**config.mk**
```make
export PLATFORM = sky130hd
export DESIGN_NAME = game_tick_gen
export DESIGN_NICKNAME = d
export VERILOG_FILES = /design/src/rtl/game_tick_gen.sv
export SDC_FILE = /design/constraint.sdc
export NUM_CORES = 1
export LEC_CHECK = 0
export ABC_AREA = 1
export BUFFER_PORTS_ARGS = -buffer_cell sky130_fd_sc_hd__buf_2
export CORE_MARGIN = 4
export CORE_UTILIZATION = 60
export CTS_BUF_LIST = sky130_fd_sc_hd__clkbuf_8 sky130_fd_sc_hd__clkbuf_16
export DETAILED_ROUTE_END_ITERATION = 10
export GPL_ROUTABILITY_DRIVEN = 0
export HOLD_SLACK_MARGIN = 0.06
export PLACE_DENSITY = 0.88
export SLEW_MARGIN = 20
export SYNTH_ARGS = -nofsm -noshare
export SYNTH_HDL_FRONTEND = slang
export SYNTH_SLANG_ARGS = --single-unit
```
**constraint.sdc**
```tcl
create_clock -name clk -period 4.2 [get_ports clk]
set_clock_uncertainty 0.2 [all_clocks]
set_input_delay 0.84 -clock clk [delete_from_list [all_inputs] [get_ports clk]]
set_output_delay 0.84 -clock clk [all_outputs]
set_load 0.05 [all_outputs]
```
**src/rtl/game_tick_gen.sv**
```systemverilog
// Round pacer: latches the player's level, then emits periodic game ticks and a round-complete pulse.
// Latency: first tick is registered PRESCALE*P edges after the edge that accepts start.
// Backpressure: pause freezes all counts in place; no tick is lost or repeated across a pause.
module game_tick_gen #(
   parameter int unsigned PRESCALE      = 50000,
   parameter int unsigned PERIOD_NORMAL = 500,
   parameter int unsigned PERIOD_INTER  = 300,
   parameter int unsigned PERIOD_ADV    = 150,
   parameter int unsigned ROUND_TICKS   = 20
) (
   input  logic       clk,
   input  logic       rst,
   input  logic [1:0] speed,
   input  logic       userLog,
   input  logic       start,
   input  logic       pause,
   output logic       tick,
   output logic       round_done,
   output logic       round_active,
   output logic [7:0] ticks_left,
   output logic [1:0] level
);

   typedef enum logic [2:0] {
      IDLE   = 3'd0,
      ARMED  = 3'd1,
      RUN    = 3'd2,
      PAUSED = 3'd3,
      DONE   = 3'd4
   } state_t;

   localparam logic [15:0] PSC_LAST    = 16'(PRESCALE - 1);
   localparam logic [9:0]  NORMAL_LAST = 10'(PERIOD_NORMAL - 1);
   localparam logic [9:0]  INTER_LAST  = 10'(PERIOD_INTER - 1);
   localparam logic [9:0]  ADV_LAST    = 10'(PERIOD_ADV - 1);
   localparam logic [7:0]  ROUND_LOAD  = 8'(ROUND_TICKS);

   state_t      state_q, state_d;
   logic [15:0] psc_q, psc_d;
   logic [9:0]  step_q, step_d;
   logic [7:0]  ticks_left_q, ticks_left_d;
   logic [1:0]  level_q, level_d;
   logic        tick_q, tick_d;
   logic        round_done_q, round_done_d;
   logic        round_active_q, round_active_d;
   logic [9:0]  step_last;

   // Last step-counter value for the latched level; code 11 never latches but falls back to normal
   always_comb begin
      step_last = NORMAL_LAST;
      case (level_q)
         2'b01:   step_last = INTER_LAST;
         2'b10:   step_last = ADV_LAST;
         default: step_last = NORMAL_LAST;
      endcase
   end

   // Next-state logic: userLog drop outranks pause, pause outranks counting/ticking
   always_comb begin
      state_d        = state_q;
      psc_d          = psc_q;
      step_d         = step_q;
      ticks_left_d   = ticks_left_q;
      level_d        = level_q;
      tick_d         = 1'b0;
      round_done_d   = 1'b0;
      round_active_d = round_active_q;

      if (state_q != IDLE && !userLog) begin
         // Losing the verified user aborts everything except the latched level
         state_d        = IDLE;
         psc_d          = '0;
         step_d         = '0;
         ticks_left_d   = '0;
         round_active_d = 1'b0;
      end else begin
         case (state_q)
            IDLE: begin
               if (userLog) begin
                  level_d = (speed == 2'b11) ? 2'b00 : speed;
                  state_d = ARMED;
               end
            end
            ARMED, DONE: begin
               if (start) begin
                  psc_d          = '0;
                  step_d         = '0;
                  ticks_left_d   = ROUND_LOAD;
                  round_active_d = 1'b1;
                  state_d        = RUN;
               end
            end
            RUN, PAUSED: begin
               if (pause) begin
                  // Counts hold; a tick due on this edge is deferred, not dropped
                  state_d = PAUSED;
               end else begin
                  // Releasing pause counts on the same edge, so the delay equals the paused edges
                  state_d = RUN;
                  if (psc_q == PSC_LAST) begin
                     psc_d = '0;
                     if (step_q == step_last) begin
                        step_d       = '0;
                        tick_d       = 1'b1;
                        ticks_left_d = ticks_left_q - 8'd1;
                        if (ticks_left_q == 8'd1) begin
                           round_done_d   = 1'b1;
                           round_active_d = 1'b0;
                           state_d        = DONE;
                        end
                     end else begin
                        step_d = step_q + 10'd1;
                     end
                  end else begin
                     psc_d = psc_q + 16'd1;
                  end
               end
            end
            default: begin
               state_d        = IDLE;
               psc_d          = '0;
               step_d         = '0;
               ticks_left_d   = '0;
               round_active_d = 1'b0;
            end
         endcase
      end
   end

   // State and registered outputs; synchronous active-low reset wins over everything
   always_ff @(posedge clk) begin
      if (!rst) begin
         state_q        <= IDLE;
         psc_q          <= '0;
         step_q         <= '0;
         ticks_left_q   <= '0;
         level_q        <= 2'b00;
         tick_q         <= 1'b0;
         round_done_q   <= 1'b0;
         round_active_q <= 1'b0;
      end else begin
         state_q        <= state_d;
         psc_q          <= psc_d;
         step_q         <= step_d;
         ticks_left_q   <= ticks_left_d;
         level_q        <= level_d;
         tick_q         <= tick_d;
         round_done_q   <= round_done_d;
         round_active_q <= round_active_d;
      end
   end

   assign tick         = tick_q;
   assign round_done   = round_done_q;
   assign round_active = round_active_q;
   assign ticks_left   = ticks_left_q;
   assign level        = level_q;

endmodule

```
==> results by group <==
Outcome
  – Run status: finished, final reports clean

Yosys
  – Share of synthesized area spent on multiplexers: 0%
  – Synthesis-stage register bit count: 42
  – Mapped cell area: 2460 um2
  – Cell type contributing the most total cell area after synthesis: dfxtp_1
  – Combinational family with the most area after synthesis: simple AND/OR/NAND/NOR gates
  – Cell with the most instances after synthesis: nand2_1
  – Most common library cells after synthesis: 89 x nand2_1, 73 x nor2_1, 42 x dfxtp_1
  – Synthesis Warnings: 0
  – Top FF cell, synth: dfxtp_1
  – Compound-Gate Fraction of Synth Area: 10.6%
  – Adder-Cell Fraction of Synth Area: 3.05%
  – Top-area cell type share of the netlist area: 34.1%
  – Gate count after technology mapping: 378
  – Synth area leaders: dfxtp_1 34%, nand2_1 14%, nor2_1 11%
  – Share of the yosys chip area belonging to registers: 34.1%
  – Area share of xor/xnor cells in the synthesized design: 2.84%
  – Synthesized area per cell: 6.52 um2
  – Simple-gate portion of the synthesized area: 40.0%
  – Number of synthesized flops with an enable pin: 0
  – Share of flip-flops with an asynchronous set or reset: 0%
  – Count of cell types in the netlist: 38
  – Nets in the synthesized netlist: 391

STA
  – Fin crit period: 2.13 ns
  – Final setup slack of the worst path: 2.07 ns
  – Least-Margin Pin Slew: 0.427 ns
  – Setup violators final: 0
  – Rel. slew slack: 71.5%
  – Fmax: 470 MHz
  – Final worst path period share: 50.6%
  – Hold violation total from the final report: 0
  – Final setup TNS: 0 ns
  – Max-slew violation count: 0
  – Unrepaired setup endpoints after global routing: false

Die
  – Width of the die: 72.1 um
  – Std-Cell Rows: 23
  – Die height: 72.1 um
  – Starting density of the core: 61.6%
  – Placeable core region: 4000 um2
  – Num ports: 20
  – Area of the die: 5200 um2

Clocking
  – Count of hold buffers inserted by post-cts repair: 0
  – CTS clock-pin slew for the worst setup and hold paths: 0.08 ns
  – Clock Latency Late Sink: 0.29 ns
  – CTS tree: done
  – Buffer levels on the longest clock path: 2
  – CTS H-Tree Depth: 2
  – Buffer count from post-CTS setup fixing: 0
  – TritonCTS buffer count: 5
  – Count of cells resized by post-cts repair: 0
  – CTS Root Cell: clkbuf_8
  – Number of clock sinks: 42

Worst setup path
  – Data arrival time of the critical path: 2.10 ns
  – Maximum net fanout on the critical path: 17
  – Crit start category: input port
  – Crit path required time: 4.17 ns
  – CP Capture Type: flip-flop
  – Type of the worst setup path: in -> reg

Drt
  – Met3 routed WL: 341 um
  – First-pass DRT Iterations: 5
  – Starting DRC count in detailed routing: 210
  – Drc violations: 0
  – Number of antenna-violating nets in the routed design: 0
  – Wirelength, routed: 5490 um
  – Routed vias: 2,424
  – Total length of routed met2 wires: 2480 um
  – Via-to-Cell Ratio: 5.39
  – DRT met1 WL: 2550 um
  – Average wire length per cell after detail routing: 12.2 um
  – Highest metal used: met4

Finish
  – Final cell count without fillers: 450
  – P&R area growth vs syn: 9.50%
  – Number of nets in the layout: 412
  – Fraction of final layout cells with drive strength greater than 1: 14.2%
  – Antenna cell count: 0

Place
  – HPWL after DPL: 4100 um
  – Post-placement worst setup slack: 1.79 ns
  – Number of buffer cells added on primary ports: 19
  – Placed cell count: 442

Pwr
  – Pwr dens: 546 nW/um2
  – IR Drop Worst-Case VDD: 0.292 mV
  – Leakage dissipation: 1.14 nW
  – Total power of the final layout: 1.47 mW

Global routing
  – Pin count of the biggest net entering global routing: 18
  – Wire length of the first global-routing pass: 9500 um
  – Vias in the first global route: 2,191
  – Combined global-route utilization of all metal layers: 22.8%
  – Initial antenna violation count: 0
  – Total congestion overflow after global routing: 0

Worst hold path
  – Class of the most critical hold timing path: reg -> reg

Job
  – Number of max-cap violations: 0
-- placed cells by master (no fill, tap or decap), types with 5 or more instances in the layout --
cell	synthesis	final
a21oi_1	17	17
buf_2	2	19
dfxtp_1	42	42
nor3_1	6	6
ha_1	6	6
clkbuf_8	0	5
nor2_1	73	73
inv_1	40	40
nand2_1	89	89
inv_2	10	10
o21ai_0	9	9
xor2_1	6	6
nand4_1	6	6
nand3_1	31	31
-- final timing paths --
kind	end	slack, ns	startpoint	depth (start not counted)
worst max-delay path	ticks_left[5]$_SDFFE_PP0P_	2.07	pause	11
worst min-delay path	level[0]$_SDFFE_PN0P_	0.30	level[0]$_SDFFE_PN0P_	2
worst max register to register	ticks_left[5]$_SDFFE_PP0P_	2.11	level[0]$_SDFFE_PN0P_	11
worst min register to register	level[0]$_SDFFE_PN0P_	0.30	level[0]$_SDFFE_PN0P_	2
-- layout make-up --
type                            instances  area (um2)
Timing Repair Buffer                   19        95.1
Tap cell                               50        62.6
Clock inverter                          3        40.0
Sequential cell                        42         841
Fill cell                             344        1300
Multi-Input combinational cell        279        1390
Clock buffer                            5        68.8
Inverter                               52         200
-- power breakdown --
group	switching (mW)	internal, mW	total, mW
combinational	0.499	0.187	0.686
clock	0.139	0.175	0.314
sequential	0.0385	0.435	0.473
-- state kept, by name (all words and copies together) (netlist names) --
register	flops
state_q	3
round_done	1
tick	1
round_active	1
ticks_left	8
step_q	10
level	2
psc_q	16
-- through the flow --
stage | hold WS (ns) | utilization, % | cell area [um2]
2_1_floorplan | 0.265 | - | 2460
3_3_place_gp | 0.283 | 64.7 | 2590
3_5_place_dp | 0.271 | 64.7 | 2590
4_1_cts | 0.298 | 67.4 | 2700
5_1_grt | 0.327 | 67.4 | 2700
6_report | 0.302 | 67.4 | 2700
-- routing by layer --
metal	up-vias	GRT usage [%]
li1	1239	-
met1	1088	30.3
met2	84	36.5
met3	13	4.99
met4	0	8.14
met5	-	0
-- logic make-up (layout without fill, tap and decap cells) --
logic type,count (synthesis),in the layout
fa+ha+maj,6,6
xor+xnor,8,8
compound gates,43,43
flops,42,42
simple gates,222,222
buf+inv,57,79
-- critical path: stages --
cell and delay (ns):
buf_2 0.11, inv_1 0.08, o21ai_1 0.08, inv_2 0.08, nand2_4 0.10, inv_4 0.17
nand2_4 0.15, inv_4 0.18, nand2_2 0.14, nand2_1 0.10, a21oi_1 0.06
No activity file was read; power rests on OpenSTA's default activity.
